==> config.mk <==
export PLATFORM = sky130hd
export DESIGN_NAME = clkdiv_ctrl
export DESIGN_NICKNAME = d
export VERILOG_FILES = /design/src/rtl/clkdiv_pkg.sv /design/src/rtl/clkdiv_core.sv /design/src/rtl/clkdiv_ctrl.sv
export SDC_FILE = /design/constraint.sdc
export NUM_CORES = 1
export LEC_CHECK = 0
export ABC_AREA = 0
export CAP_MARGIN = 5
export CELL_PAD_IN_SITES_DETAIL_PLACEMENT = 1
export CELL_PAD_IN_SITES_GLOBAL_PLACEMENT = 1
export CORE_ASPECT_RATIO = 0.8
export CORE_UTILIZATION = 45
export DETAILED_ROUTE_END_ITERATION = 16
export PLACE_DENSITY = 0.83
export SKIP_CTS_REPAIR_TIMING = 1
export SLEW_MARGIN = 20
export SYNTH_ARGS = -nofsm -noshare
export SYNTH_HDL_FRONTEND = slang
export SYNTH_SLANG_ARGS = --single-unit
==> constraint.sdc <==
create_clock -name clock -period 3.9 [get_ports clock]
set_clock_uncertainty 0.15 [all_clocks]
set_input_delay 0.585 -clock clock [delete_from_list [all_inputs] [get_ports clock]]
set_output_delay 0.585 -clock clock [all_outputs]
set_load 0.01 [all_outputs]
==> src/rtl/clkdiv_pkg.sv <==
// Shared types and helpers for the programmable clock divider.
package clkdiv_pkg;

    typedef enum logic [1:0] {
        STOP  = 2'd0,
        RUN   = 2'd1,
        DRAIN = 2'd2
    } state_e;

    localparam int unsigned DIV_MIN = 2;

    // Divisors of 0 or 1 cannot form a period with both a high and a low phase.
    function automatic int unsigned clamp_div(input int unsigned value);
        return (value < DIV_MIN) ? DIV_MIN : value;
    endfunction

endpackage

==> src/rtl/clkdiv_core.sv <==
// Period counter with registered divided waveform and end-of-period tick.
// Outputs are computed from the next counter value so that div_out and tick
// line up with the cycle in which the counter holds that value.
module clkdiv_core
    import clkdiv_pkg::*;
#(
    parameter int CNT_W = 8
) (
    input  logic             clock,
    input  logic             reset_n,
    input  logic             en,
    input  logic [CNT_W-1:0] div,
    output logic             boundary,
    output logic             div_out,
    output logic             tick
);

    logic [CNT_W-1:0] cnt_q, cnt_d;
    logic             active_q, active_d;
    logic             div_out_q, div_out_d;
    logic             tick_q, tick_d;
    logic [CNT_W-1:0] high_cnt;
    logic [CNT_W-1:0] last_cnt;

    assign high_cnt = div - (div >> 1);
    assign last_cnt = div - 1'b1;
    assign boundary = active_q && (cnt_q == last_cnt);

    // Next counter value and the waveform/tick that value implies.
    always_comb begin
        cnt_d     = '0;
        active_d  = en;
        if (en && active_q && !boundary) begin
            cnt_d = cnt_q + 1'b1;
        end
        div_out_d = en && (cnt_d < high_cnt);
        tick_d    = en && (cnt_d == last_cnt);
    end

    // Counter and output registers; reset kills any period in flight.
    always_ff @(posedge clock or negedge reset_n) begin
        if (!reset_n) begin
            cnt_q     <= '0;
            active_q  <= 1'b0;
            div_out_q <= 1'b0;
            tick_q    <= 1'b0;
        end else begin
            cnt_q     <= cnt_d;
            active_q  <= active_d;
            div_out_q <= div_out_d;
            tick_q    <= tick_d;
        end
    end

    assign div_out = div_out_q;
    assign tick    = tick_q;

endmodule

==> src/rtl/clkdiv_ctrl.sv <==
// Run-time programmable clock divider: run/drain/stop FSM plus a one-deep
// divisor holding register that is only applied at a period boundary.
module clkdiv_ctrl
    import clkdiv_pkg::*;
#(
    parameter int CNT_W     = 8,
    parameter int RESET_DIV = 2
) (
    input  logic             clock,
    input  logic             reset_n,
    input  logic             run,
    input  logic             cfg_valid,
    input  logic [CNT_W-1:0] cfg_div,
    output logic             cfg_ready,
    output logic             div_out,
    output logic             tick,
    output logic [CNT_W-1:0] cur_div,
    output logic             busy
);

    state_e           state_q, state_d;
    logic [CNT_W-1:0] pend_q, pend_d;
    logic             pend_valid_q, pend_valid_d;
    logic [CNT_W-1:0] cur_div_q, cur_div_d;
    logic             boundary;
    logic             en;
    logic             handshake;
    logic             apply_pend;

    // Next state, divisor hand-over and capture of a newly offered divisor.
    always_comb begin
        state_d      = state_q;
        pend_d       = pend_q;
        pend_valid_d = pend_valid_q;
        cur_div_d    = cur_div_q;

        case (state_q)
            STOP:    if (run) state_d = RUN;
            RUN:     if (!run) state_d = DRAIN;
            DRAIN: begin
                if (run) begin
                    state_d = RUN;
                end else if (boundary) begin
                    state_d = STOP;
                end
            end
            default: state_d = STOP;
        endcase

        en = (state_d != STOP);

        handshake  = cfg_valid && !pend_valid_q;
        apply_pend = pend_valid_q && ((state_q == STOP) || boundary);

        if (apply_pend) begin
            cur_div_d    = pend_q;
            pend_valid_d = 1'b0;
        end
        if (handshake) begin
            pend_d       = CNT_W'(clamp_div(32'(cfg_div)));
            pend_valid_d = 1'b1;
        end
    end

    // FSM and configuration registers.
    always_ff @(posedge clock or negedge reset_n) begin
        if (!reset_n) begin
            state_q      <= STOP;
            pend_q       <= '0;
            pend_valid_q <= 1'b0;
            cur_div_q    <= CNT_W'(RESET_DIV);
        end else begin
            state_q      <= state_d;
            pend_q       <= pend_d;
            pend_valid_q <= pend_valid_d;
            cur_div_q    <= cur_div_d;
        end
    end

    clkdiv_core #(
        .CNT_W(CNT_W)
    ) u_core (
        .clock   (clock),
        .reset_n (reset_n),
        .en      (en),
        .div     (cur_div_q),
        .boundary(boundary),
        .div_out (div_out),
        .tick    (tick)
    );

    assign cfg_ready = !pend_valid_q;
    assign busy      = pend_valid_q;
    assign cur_div   = cur_div_q;

endmodule
==> results of run 1 <==
[kinds of logic after synthesis]
| group | count (synthesis) |
|---|---|
| AND/OR/NAND/NOR | 59 |
| buffers and inverters | 24 |
| multiplexers | 14 |
| flip-flops | 30 |
| XOR/XNOR | 29 |
| adder cells (fa/ha/maj) | 24 |
| AO/OA/AOI/OAI | 40 |
[critical path: cells and delay by family (launching register included)]
family                     cells  cell delay, ps
AOI/OAI and AO/OA              1             310
xor gates and xnor gates       1             220
adders and majority gates      2             430
buffers and inverters          3             360
DFF                            1             600
and+or+nand+nor                7            1510
[layout make-up]
type / instances / area share, %
clock buffers: 7 / 3.23
repair buffers: 29 / 10.3
clock inverters: 1 / 0.187
inverters: 20 / 2.81
well taps: 60 / 2.81
flip-flops and latches: 30 / 28.1
multi-input cells: 166 / 52.6
[cell usage after synthesis (2+ instances only)]
cell,n
xnor2_1,18
nand3b_1,2
a21oi_1,11
nor3_1,5
nand2b_1,4
and3_1,4
o31ai_1,2
nor4_1,3
nor2_1,14
nand3_1,6
o21bai_1,4
nor2b_1,4
dfrtp_1,29
o21ai_0,4
and2_1,3
mux2_2,13
clkbuf_1,2
ha_1,23
xor2_1,8
nand2_1,5
inv_1,20
xnor3_1,2
[routing by layer]
metal,track usage [%],share of wire (%),vias up
met1,29.2,43,873
met5,0,0,-
met4,8.71,0.89,0
li1,-,-,838
met3,8.03,5.6,4
met2,39.8,50,41
[state kept, by name, summed over array words and instances (netlist names)]
register         flops
u_core.active_q      1
state_q              2
pend_q               8
u_core.tick          1
u_core.div_out       1
u_core.cnt_q         8
busy                 1
cur_div              8
[where the power goes]
group          total (mW)  switching, mW  leakage (nW)  internal (mW)
Clock               0.265          0.122        0.0482          0.142
Sequential          0.529          0.121         0.368          0.408
Combinational        1.48          0.782         0.776          0.695
Total                2.27           1.02          1.19           1.24
[stage by stage]
stage	area, um^2	TNS (ps)
final	2680	0
after global routing	2680	-24.4
after CTS	2640	0
after detailed placement	2550	0
after global placement	2550	0
after floorplan	2240	0
[path summary, 6_finish.rpt]
kind,startpoint,to
min in group asynchronous,reset_n,u_core.cnt_q[2]$_DFF_PN0_
worst min-delay path,pend_q[0]$_DFFE_PN0P_,pend_q[0]$_DFFE_PN0P_
max in group asynchronous,reset_n,cur_div[1]$_DFFE_PN1P_
worst max register to register,cur_div[1]$_DFFE_PN1P_,u_core.div_out$_DFF_PN0_
worst max-delay path,cur_div[1]$_DFFE_PN1P_,u_core.div_out$_DFF_PN0_
worst min register to register,pend_q[0]$_DFFE_PN0P_,pend_q[0]$_DFFE_PN0P_
==> impl_metrics.json, run 1 <==
{
  "yosysUniqueCellTypes": 56,
  "fin_crit_sh_pct": 94.6,
  "final_cell_mix": "29 x dfrtp_1, 23 x ha_1, 23 x clkdlybuf4s50_1",
  "synthXorXnorAreaFrac_pct": 13.4,
  "placed_cells": 303,
  "design.die.area_um2": 5260,
  "diodes": 0,
  "wl_per_cell_um": 18.2,
  "crit_required_ps": 3930,
  "synth_ff_type": "dfrtp_1",
  "hold_depth": 2,
  "power_mw": 2.27,
  "wl_mm": 5.71,
  "timing.slew.headroom_pct": 65.6,
  "critPathKind": "register to register",
  "drt_iter0_markers": 79,
  "utilization_pct": 57.2,
  "power.leakage_nw": 1.19,
  "cts_made_buffers": 5,
  "cts.sinks": 30,
  "layout-drive-gt1-share_pct": 13.8,
  "multi_input_area_um2": 1410,
  "status": "finished, final reports clean",
  "hp-class": "register to register",
  "grt_pass1_wl_mm": 9.36,
  "yosysWarnings": 0,
  "grt_pass1_vias": 1928,
  "io_pins": 24,
  "start_util_pct": 47.8,
  "powerDensity_nw_per_um2": 848,
  "portBuffers": 23,
  "root_buffer": "clkbuf_8",
  "grt_usage_pct": 24.2,
  "crit_chain": "inv_1 -> ha_1 -> and2_1 -> o221ai_4 -> xor2_2 -> nor4_4 -> buf_4 -> or3_2 -> inv_1 -> ha_1 -> nand4_1 -> nor2_1 -> nor2_1 -> and4_1",
  "area_delta_synth_final_pct": 19.5,
  "die_h_um": 65.1,
  "synth_top_family_by_area": "simple AND/OR/NAND/NOR gates",
  "fin_crit_ps": 3690,
  "netlist_instances": 220,
  "clk_pin_slew_ps": 70,
  "ys_seq_area_share_pct": 33.6,
  "finalSetupViolCount": 0,
  "pre_cts_ws_ps": 193,
  "rrSetupSlack_ps": 210,
  "grt_antenna_before_repair": 0,
  "crit_fanout": 8,
  "gp_congestion": 0.879,
  "max-cap-violations": 0,
  "drc": 0,
  "layout_commonest_cell": "dfrtp_1",
  "synth_edf_count": 0,
  "clock_path_buffers": 2,
  "drtAntennaViolNets": 0,
  "worstSkewPairLatency_ps": 290,
  "synth.avg_cell_area_um2": 10.2,
  "final_hold_viol_count": 0,
  "row_count": 22,
  "cp-start-kind": "register",
  "synth_top_area_cell": "dfrtp_1",
  "yosys.area.top_type_share_pct": 32.4,
  "synth_compound_area_share_pct": 12.7,
  "grt-ovfl-total": 0,
  "dp_hpwl_mm": 4.43,
  "tritoncts": "done",
  "async_reset_ff_share_pct": 100,
  "ir_worst_vdd_mv": 0.384,
  "seqCellArea_um2": 752,
  "end_kind": "register",
  "coreArea_um2": 4680,
  "synthMuxAreaShare_pct": 6.99,
  "nFillCells": 518,
  "synth_fp_nets": 256,
  "nNetsFinal": 288,
  "synth-simple-area-share_pct": 15.1,
  "syn_area_um2": 2240,
  "synthTopCellsByArea": "dfrtp_1 32%, ha_1 13%, xnor2_1 7.0%",
  "firstDrtPassIters": 4,
  "reg2regPathDepth": 14,
  "cp.arrival_ps": 3720,
  "grt_start_max_net_pins": 31,
  "setup_ws_ps": 210,
  "cp_slowest_stage_delay_ps": 600,
  "cp_slowest_cell": "dfstp_2",
  "die_x_um": 80.9,
  "maxSlewViolCount": 0,
  "tightest_slew_ps": 515,
  "hold_slack_ps": 345,
  "max_freq_mhz": 271,
  "ys_ff_latch": 30,
  "htreeDepth": 2,
  "dr_total_vias": 1756,
  "vias_per_cell": 5.61,
  "synth_fa_ha_area_share_pct": 13.8,
  "final-instance-count-excl-fill": 313
}
(Power assumes the default switching activity.)
==> inputs of run 2 (changes only) <==
ABC_CLOCK_PERIOD_IN_PS = 3900   (was not set)
==> results of run 2 <==
The final DEF is identical to that of run 1; final timing and power are the same.
==> inputs of run 3 (changes only) <==
CAP_MARGIN = 25   (was 5)
GPL_ROUTABILITY_DRIVEN = 0   (was not set)
HOLD_SLACK_MARGIN = 0.05   (was not set)
==> results of run 3 <==
The final DEF is identical to that of run 1; final timing and power are the same.
